**config.mk**
```make
export PLATFORM = sky130hd
export DESIGN_NAME = pe_collision_stream
export DESIGN_NICKNAME = d
export VERILOG_FILES = /design/src/rtl/pe_collision_stream.sv
export SDC_FILE = /design/constraint.sdc
export NUM_CORES = 1
export LEC_CHECK = 0
export CORE_UTILIZATION = 40
export CTS_BUF_LIST = sky130_fd_sc_hd__clkbuf_8
export DETAILED_ROUTE_END_ITERATION = 6
export GPL_ROUTABILITY_DRIVEN = 0
export PLACE_DENSITY = 0.72
export SLEW_MARGIN = 20
export SYNTH_ARGS = -nofsm -noshare
export SYNTH_HDL_FRONTEND = slang
export SYNTH_SLANG_ARGS = --single-unit
```
**constraint.sdc**
```tcl
create_clock -name clk -period 3.65 [get_ports clk]
set_input_delay 0.9125 -clock clk [delete_from_list [all_inputs] [get_ports clk]]
set_output_delay 0.9125 -clock clk [all_outputs]
set_load 0.05 [all_outputs]
```
**src/rtl/pe_collision_stream.sv**
```systemverilog
// pe_collision_stream: column sweep that reads cell-pair words, applies the HPP collision rule and
// streams them out with a delayed write-back strobe. Define PE_WALL_REFLECT_EN to reflect at wall cells.
module pe_collision_stream #(
    parameter int ROWS_PAIRS = 240,
    parameter int ADDR_W     = 8,
    parameter int WB_DELAY   = 2
) (
    input  logic              clk,
    input  logic              reset,
    input  logic              start,
    output logic              busy,
    output logic              done,
    output logic              rd_en,
    output logic [ADDR_W-1:0] rd_addr,
    input  logic [9:0]        rd_data,
    output logic [9:0]        right_state,
    output logic              state_valid,
    output logic              wr_en,
    output logic [ADDR_W-1:0] wr_addr
);
    typedef enum logic [1:0] {IDLE, READ, DRAIN, DONE} state_t;
    localparam logic [ADDR_W-1:0] LAST = ADDR_W'(ROWS_PAIRS - 1);
    state_t              state_q;
    logic                busy_q, done_q, rd_en_q, pend_q, sv_q;
    logic [ADDR_W-1:0]   rd_addr_q, wr_addr_q;
    logic [9:0]          rs_q, rs_d;
    logic [WB_DELAY-1:0] wb_q;
    function automatic logic [4:0] collide(input logic [4:0] c);
`ifdef PE_WALL_REFLECT_EN
        if (c[4]) return {c[4], c[1:0], c[3:2]};
`endif
        return {c[4], (c[3:0] == 4'b0101) ? 4'b1010 : (c[3:0] == 4'b1010) ? 4'b0101 : c[3:0]};
    endfunction
    // pend_q marks the cycle in which rd_data holds the word requested one cycle earlier
    assign rs_d = pend_q ? {collide(rd_data[9:5]), collide(rd_data[4:0])} : '0;
    always_ff @(posedge clk or posedge reset) begin
        if (reset) begin
            state_q   <= IDLE;
            busy_q    <= 1'b0;
            done_q    <= 1'b0;
            rd_en_q   <= 1'b0;
            pend_q    <= 1'b0;
            sv_q      <= 1'b0;
            rd_addr_q <= '0;
            wr_addr_q <= '0;
            rs_q      <= '0;
            wb_q      <= '0;
        end else begin
            pend_q <= rd_en_q;
            sv_q   <= pend_q;
            rs_q   <= rs_d;
            wb_q   <= WB_DELAY'({wb_q, sv_q});
            if (wr_en) wr_addr_q <= wr_addr_q + 1'b1;
            case (state_q)
                IDLE: if (start) begin
                    state_q   <= READ;
                    busy_q    <= 1'b1;
                    rd_en_q   <= 1'b1;
                    rd_addr_q <= '0;
                    wr_addr_q <= '0;
                end
                READ: if (rd_addr_q == LAST) begin
                    state_q <= DRAIN;
                    rd_en_q <= 1'b0;
                end else begin
                    rd_addr_q <= rd_addr_q + 1'b1;
                end
                DRAIN: if (wr_en && wr_addr_q == LAST) begin
                    state_q <= DONE;
                    done_q  <= 1'b1;
                end
                default: begin
                    state_q <= IDLE;
                    done_q  <= 1'b0;
                    busy_q  <= 1'b0;
                end
            endcase
        end
    end
    assign busy        = busy_q;
    assign done        = done_q;
    assign rd_en       = rd_en_q;
    assign rd_addr     = rd_addr_q;
    assign right_state = rs_q;
    assign state_valid = sv_q;
    assign wr_en       = wb_q[WB_DELAY-1];
    assign wr_addr     = wr_addr_q;
endmodule

```
* After elaboration in Yosys (flattened, before gate mapping)
Cells that the tools add are included.
** Storage, ports and cells
- Logic and storage cells :: 57
- Flip-flop bits (word level) :: 35
** Operators by class
- Add/sub/neg operators :: 2
- Mux-type cells :: 21
- Bitwise logic cells :: 2
- Equality and inequality tests :: 12
- Reductions and logical operators :: 10
** Operators with widths (count)
- two-way mux 8 bit :: 5
- adder 8 x 1 -> 8 bit, second input constant :: 2
- == test 8 bit, second input constant :: 2
- two-way mux 4 bit :: 4
- one-hot mux 8 bit (2 select lines) :: 1
- two-way mux 10 bit :: 1
- AND reduction 3 bit :: 3
- == test 4 x 3 -> 1 bit, second input constant :: 2
- == test 4 bit, second input constant :: 2
- != test 2 bit, second input constant :: 4
- two-way mux 2 bit :: 3
- one-hot mux 1 bit (2 select lines) :: 3
- one-hot mux 2 bit (3 select lines) :: 1
- AND reduction 2 bit :: 2
- OR reduction 2 bit :: 2
- two-way mux 1 bit :: 3
- == test 2 x 1 -> 1 bit, second input constant :: 1
- == test 2 bit, second input constant :: 1
- zero test 2 bit :: 1
- NOT 1 bit :: 2
- nonzero test 2 bit :: 1
- logical AND 1 bit :: 1

* Depth between registers and ports, before layout
- Word-level depth :: 4
- Depth in mapped cells :: 7
- Depth with buffers taken out :: 6

* Worst setup path after synthesis
Ideal clock, no wire load.
- Path type :: flip-flop to flip-flop
- From :: register rd_addr_q[0], in the netlist rd_addr[0]
- To :: register state_q[1]
- Library setup time :: 0.128 ns
- Buffers on the path :: 0
- Period minus slack after synthesis :: 1.933 ns
- Data arrival time :: 1.805 ns
- Required time :: 3.522 ns
- Setup slack :: 1.717 ns
- Cell stages (with the launch flop) :: 6
- Cells stage by stage :: dfrtp_1 > ha_1 > nand3_1 > a21o_1 > nand3b_1 > mux2_1
** Between the ends
- Longest elaborated chain between the ends :: 3
** Ends and longest elaborated chain
- start: declaration :: line 25 : logic [ADDR_W-1:0] rd_addr_q, wr_addr_q;
- start signal: assignment :: line 66 : rd_addr_q <= rd_addr_q + 1'b1;
- == test 8 bit :: line 62 : READ: if (rd_addr_q == LAST) begin
- != test 2 bit (no line)
- AND reduction 3 bit (no line)
- end signal: assignment :: line 63 : state_q <= DRAIN;
- end signal: assignment :: line 69 : state_q <= DONE;
- end signal: assignment :: line 73 : state_q <= IDLE;
- end: declaration :: line 23 : state_t state_q;
No other way between the ends.
A chain may end at the register's enable or synchronous reset.

* Worst setup path after layout
- From :: register rd_addr_q[0], in the netlist rd_addr[0]
- To :: output port rd_addr[0]
** RTL lines
- end: declaration :: line 14 : output logic [ADDR_W-1:0] rd_addr,
No word-level cell between the ends.

==> metrics.txt <==
Buffers & Inverters on Critical Path 1; flops & latches, synth 35; DRT iter0 DRCs 95; sequential fraction of the synthesis area 0.5047; Pwr Density 314.7 mW/mm²; wire per inst 13.07 µm; Syn Inst Count 174; CTS tree yes; number of synthesized flops with an enable pin 0; Root Driver clkbuf_8; Die Wd 67.87 µm; Routed WL 3556 µm; Final nets 240; DR pass1 iterations 4; startpoint types flop; Hold Fails Final Rpt 0; Logic pwr share 0.050; post-route cell area 0.002311 mm²; Most used DFF post-synth dfrtp_1; TritonCTS Sinks 35; run status finished clean; fin crit share 0.6853; met1 wire length 1684 µm; Hold Buf Count CTS 0; worst skew pair latency 290 ps; Fin Setup TNS 0 ps; part of the power in the clock network 0.417; CP max-delay cell clkdlybuf4s50_1; Avg Cell Area, Syn 9.974 µm²; largest fanout on the critical path 7; vias in the first global route 1333; shortest period the worst path allows 2501 ps; DP HPWL 2474 µm; total power draw 0.7273 mW; Switch Pwr 0.1533 mW; # setup viols final 0; fin. max-slew vios 0; Crit path max-delay family buffers and inverters; CP Data Required Time 2740 ps; Cell Rows 23; GRT overflow 0; Antenna Cells 0; maximum vdd ir drop 220.5 µV; met3 WL 244 µm; layout cell share with drive strength beyond 1 0.04505; Async SR Flop Fraction 1.000; core area 0.004086 mm²; Ys Warns 0; # DRC 0; area occupied by multi-input gates 793.3 µm²; Synthesized Nets 193; Max stage delay on crit path 840 ps; CP cell instances clkdlybuf4s50_1; post-cts repair resize count 0; RSZ-0062 raised after global routing no; number of distinct library cells after synthesis 39; Sw Share 0.2108; antenna-violating nets left 0; global-route wire length before repair 5789 µm; fill count 378; DP Area 0.002211 mm²; H-Tree Depth 2; final core occ 0.5655; Worst Hold Class reg -> reg; Rel. slew slack 0.6526; post-CTS setup buffer count 0; Buffers on Ports 43; max-cap violations 0; die area 0.004606 mm²; Critical Path End Type output pin; clk buf depth 2; routed via count 1421; clock skew 3.443 ps; Num CTS Buffers 5; largest net degree at the start of global routing 36; LEAKAGE 1.008 nW; initial antenna violation count 0; top sig layer met4; Syn-to-layout area delta 33.17%; Overall Global Routing Usage 0.1764; WP data arrival 1590 ps; area of all sequential standard cells 875.8 µm²; vias per inst 5.224; met2 wire length 1559 µm; critical path class reg -> out; mapped cell area 0.001735 mm²; part of the power in registers 0.533; starting density of the core 0.4247; clock slew at reported path FFs 70 ps; fmax 399.8 MHz; internal power 0.5740 mW; Slew @ Worst Pin 519.5 ps; Ports 44; Die H 67.87 µm
## metal layers
| metal | global-route usage | up-vias |
|---|---|---|
| met4 | 0.07813 | 0 |
| met1 | 0.2130 | 682 |
| li1 | - | 703 |
| met2 | 0.2661 | 30 |
| met5 | 0 | - |
| met3 | 0.08500 | 6 |
## area by class of cell
| class | instances | share of cell area |
|---|---|---|
| Clock buffer | 7 | 0.04169 |
| Clock inverter | 1 | 0.001624 |
| Inverter | 11 | 0.01787 |
| Multi-Input combinational cell | 124 | 0.3433 |
| Sequential cell | 35 | 0.3790 |
| Tap cell | 50 | 0.02707 |
| Timing Repair Buffer | 44 | 0.1895 |
## cell families after synthesis
kind of cell	after synthesis	synth area share
muxes	5	0.03172
adders and majority gates	6	0.04326
xor gates and xnor gates	9	0.04542
buffers and inverters	15	0.03821
and+or+nand+nor	58	0.1759
DFF	35	0.5047
AOI/OAI and AO/OA	46	0.1608
## cells in the final DEF (no fill, tap or decap), drive strengths merged, types with 4 or more instances in the layout
cell type	n
clkdlybuf4s50	43
dfrtp	35
o21ai	23
nor2	14
inv	12
nand2	11
a21oi	8
and2	7
clkbuf	7
nor2b	6
xnor2	6
ha	6
a21boi	4
mux2i	4
## sequential cells by signal (all words and copies together) (netlist names)
register / count
wr_addr: 8
rd_en: 1
state_valid: 1
right_state: 10
rd_addr: 8
pend_q: 1
state_q: 2
wb_q: 2
busy: 1
done: 1
## power by group through the flow
stage	clock network, mW	logic [mW]	registers, mW
CTS	0.314	0.0367	0.388
floorplan	0	0.0142	0.395
global route	0.328	0.0412	0.387
detailed placement	0	0.0367	0.395
global placement	0	0.0357	0.395
finish	0.303	0.0361	0.388
## metrics by stage
stage	hold slack [ps]	setup slack (ps)	cells
after floorplan	331.2	1717	174
after global placement	331.6	1251	264
after detailed placement	335.5	1249	264
after CTS	351.0	1134	272
after global routing	361.4	1079	272
final	349.0	1149	272
## synth_stat cells (all sizes together), types with 2 or more instances
library cell | count | area [µm²]
nor2b | 6 | 37.54
nand4b | 2 | 17.52
a21boi | 4 | 30.03
nand4 | 3 | 18.77
nor3 | 3 | 15.01
nand3 | 2 | 10.01
a21oi | 8 | 40.04
xnor2 | 6 | 52.55
ha | 6 | 75.07
mux2i | 4 | 43.79
o21ai | 23 | 115.1
nor4 | 2 | 12.51
inv | 11 | 41.29
xor2 | 3 | 26.28
and3 | 2 | 12.51
buf | 3 | 21.27
dfrtp | 35 | 875.8
or3 | 2 | 12.51
nand2 | 11 | 41.29
a211oi | 2 | 15.01
and2 | 7 | 43.79
nor2 | 14 | 52.55
## final timing paths
| kind | to | cells after the start | from | slack, ps |
|---|---|---|---|---|
| worst max register to register | state_q[1]$_DFFE_PP0P_ | 6 | state_q[0]$_DFFE_PP0P_ | 1740 |
| worst min-delay path | wb_q[1]$_DFF_PP0_ | 0 | wb_q[0]$_DFF_PP0_ | 350 |
| min in group asynchronous | right_state[3]$_DFF_PP0_ | 3 | reset | 1010 |
| max in group asynchronous | wb_q[1]$_DFF_PP0_ | 3 | reset | 2330 |
| worst min register to register | wb_q[1]$_DFF_PP0_ | 0 | wb_q[0]$_DFF_PP0_ | 350 |
| worst max-delay path | rd_addr[0] | 1 | rd_addr[0]$_DFFE_PP0P_ | 1150 |
## worst register-to-register path, cell delays in order, from the launching register on
cell      delay (ps)
dfrtp_1          410
inv_1            110
ha_1             360
nor2b_1          310
a21o_1           130
nand3b_1         150
mux2_1           340
Note: power is estimated with default switching activity, not from simulation.
